<file path="config.mk">
export PLATFORM = sky130hd
export DESIGN_NAME = ahb_to_apb_bridge
export DESIGN_NICKNAME = d
export VERILOG_FILES = /design/src/rtl/ahb_to_apb_bridge.sv
export SDC_FILE = /design/constraint.sdc
export NUM_CORES = 1
export LEC_CHECK = 0
export ABC_AREA = 1
export BUFFER_PORTS_ARGS = -buffer_cell sky130_fd_sc_hd__buf_2
export CELL_PAD_IN_SITES_DETAIL_PLACEMENT = 1
export CELL_PAD_IN_SITES_GLOBAL_PLACEMENT = 1
export CORE_ASPECT_RATIO = 1.2
export CORE_UTILIZATION = 36
export DETAILED_ROUTE_END_ITERATION = 8
export PLACE_DENSITY_LB_ADDON = 0.05
export SYNTH_ARGS = -nofsm -noshare
export SYNTH_HDL_FRONTEND = slang
export SYNTH_SLANG_ARGS = --single-unit
export TNS_END_PERCENT = 1
</file>
<file path="constraint.sdc">
create_clock -name HCLK -period 6.2 [get_ports HCLK]
set_input_delay 0.93 -clock HCLK [delete_from_list [all_inputs] [get_ports HCLK]]
set_output_delay 0.93 -clock HCLK [all_outputs]
set_load 0.01 [all_outputs]
</file>
<file path="src/rtl/ahb_to_apb_bridge.sv">
// ahb_to_apb_bridge: AHB-Lite slave that turns each accepted transfer into one
// APB SETUP/ACCESS pair, returning read data and PSLVERR as AHB responses.
`default_nettype none

module ahb_to_apb_bridge #(
  parameter int P_ADDR_WIDTH = 16
) (
  input  logic                    HCLK,
  input  logic                    HRESET,
  input  logic                    HSEL,
  input  logic [31:0]             HADDR,
  input  logic [1:0]              HTRANS,
  input  logic                    HWRITE,
  input  logic [2:0]              HSIZE,
  input  logic [31:0]             HWDATA,
  input  logic                    HREADYin,
  output logic [31:0]             HRDATA,
  output logic [1:0]              HRESP,
  output logic                    HREADYout,
  output logic [P_ADDR_WIDTH-1:0] PADDR,
  output logic                    PSEL,
  output logic                    PENABLE,
  output logic                    PWRITE,
  output logic [31:0]             PWDATA,
  output logic [3:0]              PSTRB,
  input  logic [31:0]             PRDATA,
  input  logic                    PREADY,
  input  logic                    PSLVERR
);

  typedef enum logic [2:0] {
    ST_IDLE   = 3'd0,
    ST_WAIT   = 3'd1,
    ST_SETUP  = 3'd2,
    ST_ACCESS = 3'd3,
    ST_DONE   = 3'd4,
    ST_ERR1   = 3'd5,
    ST_ERR2   = 3'd6
  } state_t;

  state_t                  state;
  state_t                  state_next;
  logic                    accept;
  logic [P_ADDR_WIDTH-1:0] addr_q;
  logic [1:0]              lane_q;
  logic                    write_q;
  logic [2:0]              size_q;
  logic [3:0]              strb;
  logic                    start_apb;
  logic                    unused_inputs;

  // HTRANS[0] only distinguishes SEQ from NONSEQ, which this slave treats alike.
  assign unused_inputs = &{1'b0, HTRANS[0], HADDR};

  assign accept    = HSEL & HREADYin & HTRANS[1] & HREADYout;
  assign start_apb = (state == ST_WAIT) && (state_next == ST_SETUP);

  always_comb begin
    state_next = state;
    case (state)
      ST_IDLE, ST_DONE, ST_ERR2: state_next = accept ? ST_WAIT : ST_IDLE;
      ST_WAIT:                   state_next = (size_q > 3'd2) ? ST_ERR1 : ST_SETUP;
      ST_SETUP:                  state_next = ST_ACCESS;
      ST_ACCESS: begin
        if (PREADY) begin
          state_next = PSLVERR ? ST_ERR1 : ST_DONE;
        end
      end
      ST_ERR1:                   state_next = ST_ERR2;
      default:                   state_next = ST_IDLE;
    endcase
  end

  always_comb begin
    strb = 4'b0000;
    case (size_q)
      3'd0:    strb = 4'b0001 << lane_q;
      3'd1:    strb = 4'b0011 << {lane_q[1], 1'b0};
      3'd2:    strb = 4'b1111;
      default: strb = 4'b0000;
    endcase
    if (!write_q) begin
      strb = 4'b0000;
    end
  end

  always_ff @(posedge HCLK or posedge HRESET) begin
    if (HRESET) begin
      state <= ST_IDLE;
    end else begin
      state <= state_next;
    end
  end

  // Handshake outputs are registered from the next state so they change with it.
  always_ff @(posedge HCLK or posedge HRESET) begin
    if (HRESET) begin
      addr_q    <= '0;
      lane_q    <= 2'b00;
      write_q   <= 1'b0;
      size_q    <= 3'd0;
      HREADYout <= 1'b1;
      HRESP     <= 2'b00;
      HRDATA    <= 32'h0;
      PADDR     <= '0;
      PSEL      <= 1'b0;
      PENABLE   <= 1'b0;
      PWRITE    <= 1'b0;
      PWDATA    <= 32'h0;
      PSTRB     <= 4'b0000;
    end else begin
      if (accept) begin
        addr_q  <= HADDR[P_ADDR_WIDTH-1:0];
        lane_q  <= HADDR[1:0];
        write_q <= HWRITE;
        size_q  <= HSIZE;
      end
      HREADYout <= state_next inside {ST_IDLE, ST_DONE, ST_ERR2};
      HRESP     <= {1'b0, state_next inside {ST_ERR1, ST_ERR2}};
      PSEL      <= state_next inside {ST_SETUP, ST_ACCESS};
      PENABLE   <= (state_next == ST_ACCESS);
      if (start_apb) begin
        PADDR  <= addr_q;
        PWRITE <= write_q;
        PSTRB  <= strb;
        if (write_q) begin
          PWDATA <= HWDATA;
        end
      end
      if ((state == ST_ACCESS) && PREADY && !write_q) begin
        HRDATA <= PRDATA;
      end
    end
  end

endmodule

`default_nettype wire
</file>
==> flow_summary_export.csv, run 1 <==
group,metric,value,unit
outcome,status,"finished, final reports clean",
placed_design,port_buffers,179,
clock_network,cts_hold_buf,0,
timing,relSlewSlack,0.2886,
die,die_area,0.01280,mm^2
logic_synthesis,ys_seq_area_frac,0.6307,
logic_synthesis,syn_inst,489,
clock_network,cts_num_sinks,112,
critical_path,cp.required,6.43,ns
critical_path,worst_setup_path_end_kind,"flip-flop",
global_route,antenna_found_initial,0,
finish,layout-drive-gt1-share,0.3178,
timing,rsz0062_at_grt,"false",
placed_design,hpwl,7.695,mm
drt,drtPass1Iterations,4,
logic_synthesis,synthDistinctLibCells,21,
logic_synthesis,async_reset_ff_frac,1.000,
timing,period_minus_slack,2.384,ns
drt,drtIter0Drc,134,
logic_synthesis,ys_ff_latch,112,
critical_path,critPathLaunchType,"input port",
die,initial_utilization,0.3687,
drt,route.detailed.drc,0,
die,core-area,0.01206,mm^2
timing,max_freq,419.5,MHz
timing,slew_viol_final,0,
global_route,grt_util_all_layers,0.1777,
logic_synthesis,synthTopCellsByArea,"dfrtp_1, nand2_1, nand3_1, o21ai_0, buf_6",
die,die_h,123.7,um
critical_path,crit_buf_inv,2,
timing,setup_violations,0,
drt,avgViaCountPerCell,4.565,
clock_network,tritoncts,"built",
drt,route.vias.total,3766,
critical_path,cp_top_family,"simple AND/OR/NAND/NOR gates",
critical_path,critPathArrivalTime,2.62,ns
clock_network,postCtsSetupBuffers,0,
timing,period_share,0.3845,
placed_design,globalplace.congestion,0.7341,
run,drv_cap,0,
power_and_ir_drop,power_density,494.0,mW/mm^2
drt,post_drt_wl_per_cell,13.58,um
logic_synthesis,yosys_warnings,0,
clock_network,cts_resized,0,
drt,totalWireLength,11.21,mm
die,ioPinCount,198,
critical_path,crit_path_top_delay_cell,"nand2_1",
critical_path,worstPathCellList,"buf_2 -> nand2_1 -> nor2_2 -> buf_4 -> nand2_1 -> nand2_1 -> nand2_1",
critical_path,cp_max_fo,34,
clock_network,path_clk_slew,0.07,ns
timing,hold_violations,0,
drt,antenna_left,0,
power_and_ir_drop,ir_drop,0.0001758,V
global_route,grt-ovfl-total,0,
critical_path,critPathKind,"input port to flip-flop",
logic_synthesis,syn_avg_cell_area,9.091,um^2
finish,diodes,0,
finish,area_growth,28.23,%
finish,layout.nets,767,
timing,final.setup.tns,0,ns
hold_path,holdCritPathClass,"flip-flop to flip-flop",
global_route,grt_max_degree,64,
clock_network,htreeDepth,3,
clock_network,cts_root_buffer,"clkbuf_16",
die,rows,44,
critical_path,crit_path_frequent_cell,"nand2_1",
logic_synthesis,synth.most_common_cell,"nand2_1",
power_and_ir_drop,p_leak,3.261,nW
critical_path,cp_slowest_stage_delay,0.72,ns
logic_synthesis,synth_commonest_cells,"nand2_1, dfrtp_1, nand3_1, inv_1, o21ai_0",
logic_synthesis,synth_edf_count,0,
timing,worst_pin_slew,1.064,ns
clock_network,numCtsBuffers,9,
timing,hold_ws,0.4669,ns
logic_synthesis,synth_top_area_frac,0.6248,
logic_synthesis,synthFlopType,"dfrtp_1",
die,fp.dieW,103.4,um
clock_network,cts_buffer_depth,2,
logic_synthesis,yosysTopAreaCell,"dfrtp_1",
logic_synthesis,syn_area,0.004446,mm^2
logic_synthesis,synth.net_count,597,
clock_network,insertion_delay,0.35,ns
global_route,first_global_vias,3732,
timing,skew,0.009271,ns
global_route,grt_pass1_wl,17.42,mm
-- flip-flops by register name, indices dropped and copies added (netlist names), 3 cells and up --
signal  count
HRDATA     32
PADDR      16
PSTRB       4
PWDATA     32
addr_q     16
size_q      3
state       3
-- tightest hold or removal path: stages (launching register included) --
cell and delay [ns]:
dfrtp_1 0.34, nand2_1 0.05, nand2_1 0.04
-- power by group --
part / internal [mW] / leakage, nW / total [mW] / switching (mW)
registers: 1.06 / 1.40 / 1.23 / 0.162
clock network: 0.316 / 0.147 / 0.582 / 0.266
logic: 0.374 / 1.71 / 1.01 / 0.635
total: 1.75 / 3.26 / 2.82 / 1.06
-- stage by stage --
stage | instances | cell area, um^2 | utilization | worst slack (ns) | power, mW
2_1_floorplan | 489 | 4446 | - | 2.313 | 1.854
3_3_place_gp | 809 | 5405 | 0.4483 | 3.436 | 2.215
3_5_place_dp | 809 | 5405 | 0.4483 | 3.350 | 2.270
4_1_cts | 825 | 5700 | 0.4728 | 3.715 | 2.866
5_1_grt | 825 | 5700 | 0.4728 | 3.559 | 3.052
6_report | 825 | 5700 | 0.4728 | 3.816 | 2.816
-- cell families (layout without fill, tap and decap cells) --
family                 count (synthesis)  in the layout  share of synthesized area
buffers and inverters                 54            229                    0.06474
other                                  1              1                  0.0008435
and+or+nand+nor                      281            281                     0.2570
AOI/OAI and AO/OA                     41             41                    0.04672
DFF                                  112            112                     0.6307
-- cell type report --
class	instances	area (um^2)
Clock inverter	6	66.31
Tap cell	161	201.4
Inverter	30	117.6
Fill cell	1490	6356
Clock buffer	10	229.0
Sequential cell	112	2804
Multi-Input combinational cell	323	1356
Timing Repair Buffer	183	925.9
-- path summary, 6_finish.rpt --
| check | from | endpoint | slack [ns] | depth (start not counted) |
|---|---|---|---|---|
| max in group asynchronous | HRESET | HRDATA[20] | 4.29 | 3 |
| worst min-delay path | HRDATA[30] | HRDATA[30] | 0.47 | 2 |
| min in group asynchronous | HRESET | PWDATA[7] | 0.66 | 2 |
| worst max register to register | state[2] | HRDATA[23] | 4.03 | 7 |
| worst max-delay path | PREADY | HRDATA[23] | 3.82 | 7 |
| worst min register to register | HRDATA[30] | HRDATA[30] | 0.47 | 2 |
-- cell usage in the layout, fill, tap and decap left out --
cell type	netlist	final
dfstp_2	1	1
conb_1	1	1
a21o_1	1	1
clkbuf_1	7	1
inv_1	27	26
clkinv_2	0	2
nand2_2	2	2
nor2_8	1	1
o21ai_1	16	16
nor2_1	7	6
nand3_1	40	40
nor2_2	3	4
buf_4	2	4
nand3_2	1	1
dfrtp_1	111	111
o21ai_0	24	24
inv_4	1	2
nor3_1	2	2
clkbuf_16	0	9
nand2_1	225	225
buf_2	6	179
bufinv_16	0	1
inv_6	0	2
inv_2	2	2
clkinv_4	0	1
-- metal layers --
layer	track usage	wire length (um)
met1	0.2125	4855
met5	0	0
met4	0.06602	159
met3	0.04433	691
met2	0.3063	5499
(Power assumes the default switching activity.)
==> run 2: changes to the inputs <==
--- a/config.mk
+++ b/config.mk
@@ -5,12 +5,12 @@
 export SDC_FILE = /design/constraint.sdc
 export NUM_CORES = 1
 export LEC_CHECK = 0
-export ABC_AREA = 1
+export ABC_AREA = 0
 export BUFFER_PORTS_ARGS = -buffer_cell sky130_fd_sc_hd__buf_2
 export CELL_PAD_IN_SITES_DETAIL_PLACEMENT = 1
 export CELL_PAD_IN_SITES_GLOBAL_PLACEMENT = 1
 export CORE_ASPECT_RATIO = 1.2
-export CORE_UTILIZATION = 36
+export CORE_UTILIZATION = 37
 export DETAILED_ROUTE_END_ITERATION = 8
 export PLACE_DENSITY_LB_ADDON = 0.05
 export SYNTH_ARGS = -nofsm -noshare
==> constraint.sdc (replaced) <==
create_clock -name HCLK -period 2.33 [get_ports HCLK]
set_input_delay 0.3495 -clock HCLK [delete_from_list [all_inputs] [get_ports HCLK]]
set_output_delay 0.3495 -clock HCLK [all_outputs]
set_load 0.01 [all_outputs]
==> flow_summary_export.csv, run 2 <==
group,metric,value,unit
die,core-area,0.01162,mm^2
logic_synthesis,synth_top_family_by_area,"multiplexers",
logic_synthesis,yosys_warnings,0,
placed_design,hpwl,6.955,mm
global_route,grt-ovfl-total,0,
drt,route.vias.total,2856,
finish,top_regs,"HRDATA (32), PWDATA (32)",
timing,slew_viol_final,0,
run,drv_cap,0,
logic_synthesis,synth.most_common_cell,"dfrtp_1",
clock_network,cts_hold_buf,0,
logic_synthesis,synthXorXnorAreaFrac,0,
logic_synthesis,synthFlopType,"dfrtp_1",
logic_synthesis,synth.net_count,379,
global_route,antenna_found_initial,0,
timing,period_minus_slack,1.916,ns
power_and_ir_drop,ir_drop,0.0004620,V
placed_design,port_buffers,179,
placed_design,dp.cells,601,
timing,final.setup.tns,0,ns
clock_network,cts_num_sinks,112,
die,rows,43,
global_route,grt_use_met3,0.03672,
placed_design,globalplace.congestion,0.6921,
critical_path,cp_max_fo,23,
clock_network,insertion_delay,0.34,ns
finish,final_common_cell,"buf_2",
logic_synthesis,synth_edf_count,0,
logic_synthesis,synthDistinctLibCells,35,
global_route,use_met2,0.2680,
logic_synthesis,syn_avg_cell_area,16.38,um^2
logic_synthesis,synth_top_area_frac,0.6257,
timing,max_freq,521.9,MHz
finish,area_growth,31.54,%
global_route,grt_util_all_layers,0.1615,
logic_synthesis,syn_inst,271,
global_route,use_met1,0.2026,
drt,drtPass1Iterations,4,
drt,post_drt_wl_per_cell,15.82,um
finish,seq_area,0.002804,mm^2
global_route,grt_max_degree,74,
clock_network,cts_resized,0,
logic_synthesis,synthTopCellsByArea,"dfrtp_1, mux2_2, mux2_4, buf_6, o31ai_1",
finish,num-fill-cells,1261,
drt,drtIter0Drc,47,
global_route,grt_busiest_layer,"met2",
power_and_ir_drop,power_density,1391,mW/mm^2
drt,avgViaCountPerCell,4.636,
logic_synthesis,ys_seq_area_frac,0.6316,
logic_synthesis,synth_commonest_cells,"dfrtp_1, mux2_2, mux2_4, o21ai_0",
global_route,first_global_vias,2987,
finish,diodes,0,
timing,rsz0062_at_grt,"false",
global_route,grt_pass1_wl,15.17,mm
drt,route.detailed.drc,0,
clock_network,cts_buffer_depth,2,
clock_network,path_clk_slew,0.07,ns
timing,period_share,0.8224,
critical_path,critPathLaunchType,"flip-flop",
clock_network,numCtsBuffers,9,
die,die_h,122.0,um
logic_synthesis,synth_fa_ha_area_frac,0,
critical_path,critPathArrivalTime,2.14,ns
finish,final_cell_mix,"buf_2, dfrtp_1, mux2_2",
finish,layout.cells.non_filler,616,
logic_synthesis,yosysTopAreaCell,"dfrtp_1",
timing,hold_violations,0,
timing,skew,0.01028,ns
logic_synthesis,syn_area,0.004439,mm^2
drt,antenna_left,0,
hold_path,holdCritPathClass,"input port to async pin",
finish,layout-drive-gt1-share,0.6623,
die,die_area,0.01244,mm^2
finish,post-route-util,0.5025,
critical_path,critPathKind,"flip-flop to flip-flop",
die,fp.dieW,102.0,um
logic_synthesis,synth_compound_area_frac,0.03579,
clock_network,htreeDepth,3,
clock_network,tritoncts,"built",
drt,totalWireLength,9.743,mm
clock_network,postCtsSetupBuffers,0,
placed_design,dpl_cell_area,0.005518,mm^2
finish,design_area,0.005839,mm^2
finish,layout.nets,563,
die,initial_utilization,0.3820,
die,ioPinCount,198,
logic_synthesis,yosys.area_share.simple,0.03100,
logic_synthesis,synth_mux_area_frac,0.2756,
critical_path,cp.required,2.56,ns
finish,multiInputGateArea,0.001524,mm^2
timing,setup_violations,0,
logic_synthesis,async_reset_ff_frac,1.000,
outcome,status,"finished, final reports clean",
clock_network,cts_root_buffer,"clkbuf_16",
logic_synthesis,ys_ff_latch,112,
power_and_ir_drop,p_leak,2.962,nW
critical_path,worst_setup_path_end_kind,"flip-flop",
## run 2: report_power, final
| part | internal (mW) | switching [mW] |
|---|---|---|
| Clock | 0.994 | 0.658 |
| Sequential | 2.92 | 0.532 |
| Combinational | 1.68 | 1.33 |
| Total | 5.60 | 2.52 |
## run 2: worst max-delay path, cell delays in order, from the launching register on
cell and delay (ns):
dfrtp_1 0.44, a21oi_2 0.29, nand3_2 0.41, buf_12 0.33, mux2_4 0.32
## run 2: worst paths after layout
check | from | end | slack [ns] | cells after the start
max | size_q[0] | PWDATA[12] | 0.41 | 4
min | HRESET | size_q[2] | 0.1 | 3
max reg2reg | size_q[0] | PWDATA[12] | 0.41 | 4
min reg2reg | HRDATA[23] | HRDATA[23] | 0.49 | 1
max in group asynchronous | HRESET | state[1] | 1.86 | 3
min in group HCLK | PRDATA[22] | HRDATA[22] | 0.23 | 2
## run 2: per-stage QoR
stage,hold slack [ns],setup slack (ns),total power [mW]
final,0.09883,0.4139,8.125
after detailed placement,0.4573,0.3793,6.571
after CTS,0.09424,0.3748,8.283
after floorplan,0.4515,0.6239,5.368
after global routing,0.1144,0.2515,8.690
after global placement,0.4523,0.4251,6.451
## run 2: kinds of logic (layout without fill, tap and decap cells)
group,after synthesis,in the layout
buffers and inverters,15,203
other,1,1
AO/OA/AOI/OAI,24,24
AND/OR/NAND/NOR,20,20
multiplexers,99,99
flip-flops,112,112
## run 2: final cells by class
type / count / area share
Sequential cell: 112 / 0.4802
Multi-Input combinational cell: 144 / 0.2610
Timing Repair Buffer: 185 / 0.1676
Clock buffer: 12 / 0.04393
Tap cell: 157 / 0.03364
Clock inverter: 3 / 0.01114
Inverter: 3 / 0.002571
## run 2: layer usage
metal | up-vias | part of all wire
li1 | 1331 | -
met1 | 1416 | 0.43
met2 | 101 | 0.51
met3 | 8 | 0.056
met4 | 0 | 0.013
met5 | - | 0
